===== config.mk =====
export PLATFORM = sky130hd
export DESIGN_NAME = t_skew_acc_flat
export DESIGN_NICKNAME = d
export VERILOG_FILES = /design/src/rtl/t_skew_acc_if.sv /design/src/rtl/t_skew_acc.sv /design/src/flat_wrapper.sv
export SDC_FILE = /design/constraint.sdc
export NUM_CORES = 1
export LEC_CHECK = 0
export CORE_MARGIN = 2
export CORE_UTILIZATION = 53
export CTS_BUF_LIST = sky130_fd_sc_hd__clkbuf_16
export CTS_CLUSTER_SIZE = 40
export DETAILED_ROUTE_END_ITERATION = 8
export HOLD_SLACK_MARGIN = 0.02
export PLACE_DENSITY = 0.84
export REMOVE_ABC_BUFFERS = 1
export SYNTH_ARGS = -nofsm -noshare
export SYNTH_HDL_FRONTEND = slang
export SYNTH_SLANG_ARGS = --single-unit

===== constraint.sdc =====
create_clock -name clk -period 46.7 [get_ports clk]
set_input_delay 7.005 -clock clk [delete_from_list [all_inputs] [get_ports clk]]
set_output_delay 7.005 -clock clk [all_outputs]
set_load 0.01 [all_outputs]

===== src/rtl/t_skew_acc_if.sv =====
// ---------------------------------------------------------------------------
// t_skew_acc_if : result handshake bundle of the skew-TDC post-processor.
//   master (producer, the accumulator) drives res_valid and the result fields
//   and samples res_ready; slave (readout/register block) drives res_ready.
//   res_valid  : result fields are valid
//   res_ready  : consumer accepts the result
//   res_ch     : channel index of the result         (CHW bits)
//   res_mean   : truncated mean code of the window   (CW bits)
//   res_min    : minimum code seen in the window     (CW bits)
//   res_max    : maximum code seen in the window     (CW bits)
//   res_bubble : at least one sample had a bubble
// ---------------------------------------------------------------------------
interface t_skew_acc_if #(
  parameter int STAGES   = 64,
  parameter int CHANNELS = 4
);
  localparam int CW  = $clog2(STAGES + 1);
  localparam int CHW = $clog2(CHANNELS);

  logic           res_valid;
  logic           res_ready;
  logic [CHW-1:0] res_ch;
  logic [CW-1:0]  res_mean;
  logic [CW-1:0]  res_min;
  logic [CW-1:0]  res_max;
  logic           res_bubble;

  modport master (
    output res_valid, res_ch, res_mean, res_min, res_max, res_bubble,
    input  res_ready
  );

  modport slave (
    input  res_valid, res_ch, res_mean, res_min, res_max, res_bubble,
    output res_ready
  );
endinterface


===== src/rtl/t_skew_acc.sv =====
// ---------------------------------------------------------------------------
// t_skew_acc : multi-channel post-processor for delay-line skew TDCs.
//   Decodes pre-sampled thermometer snapshots (STAGES+1 bits per channel),
//   accumulates 2^AVG_LOG2 valid samples per channel, one channel after the
//   other, and reports mean/min/max/bubble per channel over a valid/ready
//   result interface.
// Ports:
//   clk         : system clock, rising edge
//   rst_n       : asynchronous active-low reset
//   start       : one-cycle request for a sweep over all channels
//   therm_in    : concatenated snapshots, channel c at [c*(STAGES+1) +: STAGES+1]
//   therm_valid : therm_in holds a new snapshot this cycle
//   busy        : a sweep is in progress
//   res         : result handshake (t_skew_acc_if.master)
// ---------------------------------------------------------------------------
module t_skew_acc #(
  parameter int STAGES      = 64,
  parameter int CHANNELS    = 4,
  parameter int AVG_LOG2    = 4,
  parameter int DECODE_MODE = 0
) (
  input  logic                            clk,
  input  logic                            rst_n,
  input  logic                            start,
  input  logic [CHANNELS*(STAGES+1)-1:0]  therm_in,
  input  logic                            therm_valid,
  output logic                            busy,
  t_skew_acc_if.master                    res
);

  localparam int W    = STAGES + 1;
  localparam int CW   = $clog2(W);
  localparam int CHW  = $clog2(CHANNELS);
  localparam int SW   = CW + AVG_LOG2;
  localparam int CNTW = AVG_LOG2 + 1;

  localparam logic [CNTW-1:0] CNT_LAST = CNTW'((1 << AVG_LOG2) - 1);
  localparam logic [CHW-1:0]  CH_LAST  = CHW'(CHANNELS - 1);

  typedef enum logic [1:0] {S_IDLE, S_ACCUM, S_REPORT} state_e;

  // Legacy decode: index of the highest set bit, 0 for an all-zero word.
  function automatic logic [CW-1:0] msb_code(input logic [W-1:0] w);
    logic [CW-1:0] c;
    c = '0;
    for (int k = 0; k < W; k++) begin
      if (w[k]) c = CW'(k);
    end
    return c;
  endfunction

  // Bubble-tolerant decode: ones-count of bits [STAGES:1].
  function automatic logic [CW-1:0] pop_code(input logic [W-1:0] w);
    logic [CW-1:0] c;
    c = '0;
    for (int k = 1; k < W; k++) begin
      c = c + {{(CW-1){1'b0}}, w[k]};
    end
    return c;
  endfunction

  // A clean thermometer has at most one 1->0 edge; more edges mean a bubble.
  function automatic logic has_bubble(input logic [W-1:0] w);
    int n;
    n = 0;
    for (int k = 0; k < W - 1; k++) begin
      if (w[k] != w[k+1]) n++;
    end
    return (n > 1);
  endfunction

  state_e          state_q, state_d;
  logic [CHW-1:0]  ch_q, ch_d;
  logic [SW-1:0]   sum_q, sum_d;
  logic [CNTW-1:0] cnt_q, cnt_d;
  logic [CW-1:0]   min_q, min_d;
  logic [CW-1:0]   max_q, max_d;
  logic            bub_q, bub_d;
  logic [CHW-1:0]  res_ch_q, res_ch_d;
  logic [CW-1:0]   res_mean_q, res_mean_d;
  logic [CW-1:0]   res_min_q, res_min_d;
  logic [CW-1:0]   res_max_q, res_max_d;
  logic            res_bub_q, res_bub_d;

  logic [W-1:0]    word;
  logic [CW-1:0]   code;
  logic            bubble;
  logic [SW-1:0]   sum_nx;
  logic [CW-1:0]   min_nx;
  logic [CW-1:0]   max_nx;
  logic            bub_nx;

  // ---- stage: channel select and decode (combinational) ----
  always_comb begin
    word = '0;
    for (int c = 0; c < CHANNELS; c++) begin
      if (ch_q == CHW'(c)) word = therm_in[c*W +: W];
    end
    code   = (DECODE_MODE == 1) ? pop_code(word) : msb_code(word);
    bubble = has_bubble(word);
    sum_nx = sum_q + SW'(code);
    min_nx = (code < min_q) ? code : min_q;
    max_nx = (code > max_q) ? code : max_q;
    bub_nx = bub_q | bubble;
  end

  // ---- stage: window accumulation and result hand-off ----
  always_comb begin
    state_d    = state_q;
    ch_d       = ch_q;
    sum_d      = sum_q;
    cnt_d      = cnt_q;
    min_d      = min_q;
    max_d      = max_q;
    bub_d      = bub_q;
    res_ch_d   = res_ch_q;
    res_mean_d = res_mean_q;
    res_min_d  = res_min_q;
    res_max_d  = res_max_q;
    res_bub_d  = res_bub_q;

    case (state_q)
      S_IDLE: begin
        if (start) begin
          state_d = S_ACCUM;
          ch_d    = '0;
          sum_d   = '0;
          cnt_d   = '0;
          min_d   = '1;
          max_d   = '0;
          bub_d   = 1'b0;
        end
      end
      S_ACCUM: begin
        if (therm_valid) begin
          sum_d = sum_nx;
          min_d = min_nx;
          max_d = max_nx;
          bub_d = bub_nx;
          cnt_d = cnt_q + 1'b1;
          // Result fields are captured with the closing sample so they are
          // valid together with the REPORT state one cycle later.
          if (cnt_q == CNT_LAST) begin
            state_d    = S_REPORT;
            res_ch_d   = ch_q;
            res_mean_d = CW'(sum_nx >> AVG_LOG2);
            res_min_d  = min_nx;
            res_max_d  = max_nx;
            res_bub_d  = bub_nx;
          end
        end
      end
      S_REPORT: begin
        if (res.res_ready) begin
          if (ch_q == CH_LAST) begin
            state_d = S_IDLE;
          end else begin
            state_d = S_ACCUM;
            ch_d    = ch_q + 1'b1;
            sum_d   = '0;
            cnt_d   = '0;
            min_d   = '1;
            max_d   = '0;
            bub_d   = 1'b0;
          end
        end
      end
      default: state_d = S_IDLE;
    endcase
  end

  always_ff @(posedge clk or negedge rst_n) begin
    if (!rst_n) begin
      state_q    <= S_IDLE;
      ch_q       <= '0;
      sum_q      <= '0;
      cnt_q      <= '0;
      min_q      <= '0;
      max_q      <= '0;
      bub_q      <= 1'b0;
      res_ch_q   <= '0;
      res_mean_q <= '0;
      res_min_q  <= '0;
      res_max_q  <= '0;
      res_bub_q  <= 1'b0;
    end else begin
      state_q    <= state_d;
      ch_q       <= ch_d;
      sum_q      <= sum_d;
      cnt_q      <= cnt_d;
      min_q      <= min_d;
      max_q      <= max_d;
      bub_q      <= bub_d;
      res_ch_q   <= res_ch_d;
      res_mean_q <= res_mean_d;
      res_min_q  <= res_min_d;
      res_max_q  <= res_max_d;
      res_bub_q  <= res_bub_d;
    end
  end

  // ---- stage: outputs ----
  assign busy           = (state_q != S_IDLE);
  assign res.res_valid  = (state_q == S_REPORT);
  assign res.res_ch     = res_ch_q;
  assign res.res_mean   = res_mean_q;
  assign res.res_min    = res_min_q;
  assign res.res_max    = res_max_q;
  assign res.res_bubble = res_bub_q;

endmodule


===== src/flat_wrapper.sv =====
// flat-port wrapper written by rule: the top's interface ports become plain ports
module t_skew_acc_flat 
#(
  parameter int STAGES      = 64,
  parameter int CHANNELS    = 4,
  parameter int AVG_LOG2    = 4,
  parameter int DECODE_MODE = 0
)
  (clk, rst_n, start, therm_in, therm_valid, busy, res_res_valid, res_res_ch, res_res_mean, res_res_min, res_res_max, res_res_bubble, res_res_ready);
  t_skew_acc_if #(.STAGES(STAGES), .CHANNELS(CHANNELS)) res_i ();
  input  logic clk;
  input  logic rst_n;
  input  logic start;
  input  logic [CHANNELS*(STAGES+1)-1:0] therm_in;
  input  logic therm_valid;
  output logic busy;
  output wire logic [$bits(res_i.res_valid)-1:0] res_res_valid;
  output wire logic [$bits(res_i.res_ch)-1:0] res_res_ch;
  output wire logic [$bits(res_i.res_mean)-1:0] res_res_mean;
  output wire logic [$bits(res_i.res_min)-1:0] res_res_min;
  output wire logic [$bits(res_i.res_max)-1:0] res_res_max;
  output wire logic [$bits(res_i.res_bubble)-1:0] res_res_bubble;
  input wire logic [$bits(res_i.res_ready)-1:0] res_res_ready;
  assign res_res_valid = res_i.res_valid;
  assign res_res_ch = res_i.res_ch;
  assign res_res_mean = res_i.res_mean;
  assign res_res_min = res_i.res_min;
  assign res_res_max = res_i.res_max;
  assign res_res_bubble = res_i.res_bubble;
  assign res_i.res_ready = res_res_ready;
  t_skew_acc #(.STAGES(STAGES), .CHANNELS(CHANNELS), .AVG_LOG2(AVG_LOG2), .DECODE_MODE(DECODE_MODE)) u_core (.clk(clk), .rst_n(rst_n), .start(start), .therm_in(therm_in), .therm_valid(therm_valid), .busy(busy), .res(res_i));
endmodule

==> flow_metrics.py <==
metrics = {
    "clock_tree": {
        "htree_levels": 3,
        "insertion_delay_ns": 0.33,
        "cts_made_buffers": 9,
        "clock_tree.root_cell": "sky130_fd_sc_hd__clkbuf_16",
        "clkSinkCount": 59,
        "clkTransAtPathRegs_ns": 0.05,
        "clock_tree_from_tritoncts": "built",
        "clock_path_buffers": 2,
    },
    "route": {
        "routed_wirelength_microns": 67900,
        "drt-vias-per-instance": 6.11,
        "vias_after_detailed_routing": 23951,
        "wl_per_cell_microns": 17.3,
        "first_pass_drt_iterations": 7,
        "initialDrtViolationCount": 1821,
        "drc_errors": 0,
        "detail-route-antenna-nets": 0,
    },
    "logic_synthesis": {
        "ranking_of_synthesized_cells_by_instance_count": "sky130_fd_sc_hd__nand2_1 (416), sky130_fd_sc_hd__nor2_1 (333), sky130_fd_sc_hd__xnor2_1 (242)",
        "synth_edf_count": 0,
        "syn_inst": 3114,
        "synthDistinctLibCells": 120,
        "synth-main-ff-cell": "sky130_fd_sc_hd__dfrtp_1",
        "yosys.area.top_type_share_pct": 9.80,
        "synthesized_cell_area_sq_mm": 0.0216,
        "postSynthAreaPerCell_sq_um": 6.95,
        "synth_seq_cells": 59,
        "yosysMostFrequentCell": "sky130_fd_sc_hd__nand2_1",
        "synth_area_leaders": "sky130_fd_sc_hd__xnor2_1 (9.8%), sky130_fd_sc_hd__nand2_1 (7.2%), sky130_fd_sc_hd__dfrtp_1 (6.8%), sky130_fd_sc_hd__xor2_1 (6.7%), sky130_fd_sc_hd__nor2_1 (5.8%)",
        "sequential_to_total_area_share_from_yosys_stat_pct": 6.83,
        "asyncSetResetFlopFracSynth_pct": 100,
        "yosysTopAreaCell": "sky130_fd_sc_hd__xnor2_1",
        "ys_warn_count": 0,
    },
    "sta": {
        "hold_violations": 0,
        "max_freq_ghz": 0.0223,
        "period_minus_slack_ns": 44.76,
        "setup_violations": 0,
        "worst_slew_margin_rel_pct": 24.2,
        "timing_max_transition_violations_final": 0,
        "timing.clock.skew_ns": 0.00801,
        "finalWorstSetupSlack_ns": 1.94,
        "period_share_pct": 95.9,
        "tightest_pin_transition_ns": 1.14,
        "hold_slack_ns": 0.478,
        "setup_tns_ns": 0,
    },
    "grt": {
        "globalRouteOverflowTotal": 0,
        "grt_max_degree": 70,
        "grt_usage_pct": 30.0,
        "grt_pass1_vias": 21770,
        "grt_pass1_wl_microns": 107000,
        "antenna_found_initial": 2,
        "globalRouteMet3Util_pct": 2.92,
        "gr-usage-met2_pct": 50.4,
        "gr-usage-met1_pct": 40.6,
        "global_route_hottest_layer": "met2",
    },
    "worst_setup_path": {
        "crit_slowest_cell": "sky130_fd_sc_hd__a21boi_0",
        "crit_path_max_fanout": 9,
        "worst-r2r-cell-count": 203,
        "crit_path_launch_type": "primary input",
        "timing.critical_path.required_ns": 46.90,
        "crit_path_frequent_cell": "sky130_fd_sc_hd__ha_1",
        "worst_path_dominant_cell_family": "adder cells",
        "critical_path.max_stage_delay_ns": 0.45,
        "cp.depth": 200,
        "regToRegEndpoint": "u_core.res.res_bubble",
        "rrSetupSlack_ns": 6.51,
        "worstSetupEndpoint": "u_core.res.res_bubble",
        "worstReg2RegStart": "u_core.ch_q[0]",
        "endpoint_kind": "flip-flop",
        "worst_ep_arrival_time_ns": 44.97,
        "critical_path.n_buffers_inverters": 13,
        "worstSetupPathType": "in2reg",
        "critPathLaunch": "therm_in[65]",
    },
    "finish": {
        "finish.net_count": 3746,
        "antenna_diodes": 0,
        "flow.area_growth_from_synthesis_pct": 20.0,
        "instances_no_fill": 3922,
        "fillerInstances": 3671,
        "layout-drive-gt1-share_pct": 8.97,
    },
    "floorplanning": {
        "die-height_microns": 206,
        "num_io_pins": 291,
        "floorplan.initialDensity_pct": 53.3,
        "x_dimension_of_the_die_microns": 206,
        "floorplan.core_area_sq_mm": 0.0406,
        "die-area_sq_mm": 0.0424,
        "placement_rows": 74,
    },
    "place": {
        "place.port_buffers": 290,
        "globalplace.congestion": 0.964,
        "placed_cells": 3878,
        "detailed_place_hpwl_microns": 53500,
        "place_ws_ns": -0.630,
    },
    "min_path": {
        "timing.hold.worst.class": "reg2reg",
        "timing.hold.worst.start": "u_core.res.res_ch[1]",
    },
    "status": {
        "status": "finished clean",
    },
    "run": {
        "max_cap_viol_count": 0,
    },
}
-- per-stage QoR --
stage	area [sq um]	util, %
after floorplan	21200	-
after global placement	25100	62.0
after detailed placement	25100	62.0
after CTS	25400	62.6
after global routing	26000	64.0
final	26000	64.0
-- placed cells by master (no fill, tap or decap), drive strengths merged, types with 16 or more instances in the layout --
master / synthesis / routed
xnor2: 267 / 267
o211a: 18 / 18
ha: 95 / 95
a211oi: 33 / 33
nand2: 416 / 416
nor3: 86 / 86
a21oi: 243 / 243
buf: 35 / 67
inv: 106 / 109
or2: 38 / 38
nand2b: 48 / 48
nor4: 20 / 20
o31ai: 20 / 20
nor3b: 16 / 16
mux2i: 67 / 67
xor2: 176 / 176
mux2: 17 / 17
a31oi: 56 / 56
or3: 30 / 30
and2: 35 / 35
o211ai: 46 / 46
and3: 37 / 37
o21ai: 176 / 176
nor2b: 54 / 54
nand3b: 35 / 35
clkdlybuf4s50: 0 / 289
o21a: 28 / 28
a21boi: 29 / 29
nand4: 37 / 37
dfrtp: 59 / 59
xnor3: 22 / 22
o22ai: 26 / 26
nand3: 90 / 90
a21o: 20 / 20
nor2: 335 / 335
-- worst min path at each step --
stage	to	slack [ns]	depth (start not counted)
after global routing	u_core.res.res_min[6]	0.51	2
after detailed placement	u_core.res.res_mean[3]	0.47	2
after global placement	u_core.res.res_min[6]	0.46	2
after CTS	u_core.res.res_min[6]	0.48	2
final	u_core.res.res_ch[1]	0.48	2
after floorplan	u_core.sum_q[2]	0.46	2
-- worst register-to-register path: cells and delay by family, from the launching register on --
kind / cells / cell delay, ns
DFF: 1 / 0.51
buffers and inverters: 15 / 2.41
xor gates and xnor gates: 4 / 0.69
and+or+nand+nor: 54 / 6.89
muxes: 13 / 3.12
AOI/OAI and AO/OA: 68 / 11.65
adders and majority gates: 49 / 14.74
-- layer usage --
layer	share of wire (%)	wire, microns
met1	45	30300
met2	46	31400
met3	5.9	4000
met4	3.2	2170
met5	0.037	25
-- cell type report --
cell class              instances  area (sq um)  share of cell area (%)
clock inverters                 7          27.5                   0.106
flip-flops and latches         59          1480                    5.69
repair buffers                356          3390                    13.1
multi-input cells            2851         19800                    76.1
clock buffers                   9           225                   0.867
well taps                     532           666                    2.56
inverters                     108           405                    1.56
-- logic make-up (layout without fill, tap and decap cells) --
family | after synthesis | in the layout | share of synthesized area (%)
simple gates | 1317 | 1317 | 29.5
compound gates | 878 | 878 | 27.1
buf+inv | 204 | 480 | 3.66
mux | 84 | 84 | 4.12
xor+xnor | 475 | 475 | 23.2
flops | 59 | 59 | 6.83
fa+ha+maj | 97 | 97 | 5.63
-- state kept, by name (all words and copies together) (netlist names) --
name	count
u_core.state_q	2
u_core.bub_q	1
u_core.res.res_ch	2
u_core.cnt_q	5
u_core.res.res_max	7
u_core.min_q	7
u_core.sum_q	11
u_core.res.res_mean	7
u_core.res.res_bubble	1
u_core.max_q	7
u_core.res.res_min	7
u_core.ch_q	2
-- repair_timing --
action / CTS / global route
hold buffers: 0 / 0
endpoints found under the setup margin: 2 / 2
setup buffers: 0 / 28
pin swaps: 0 / 46
resized for setup: 6 / 82
Power is not shown: default switching activity piles up to over one toggle a cycle in this logic, so the estimate is an artifact.
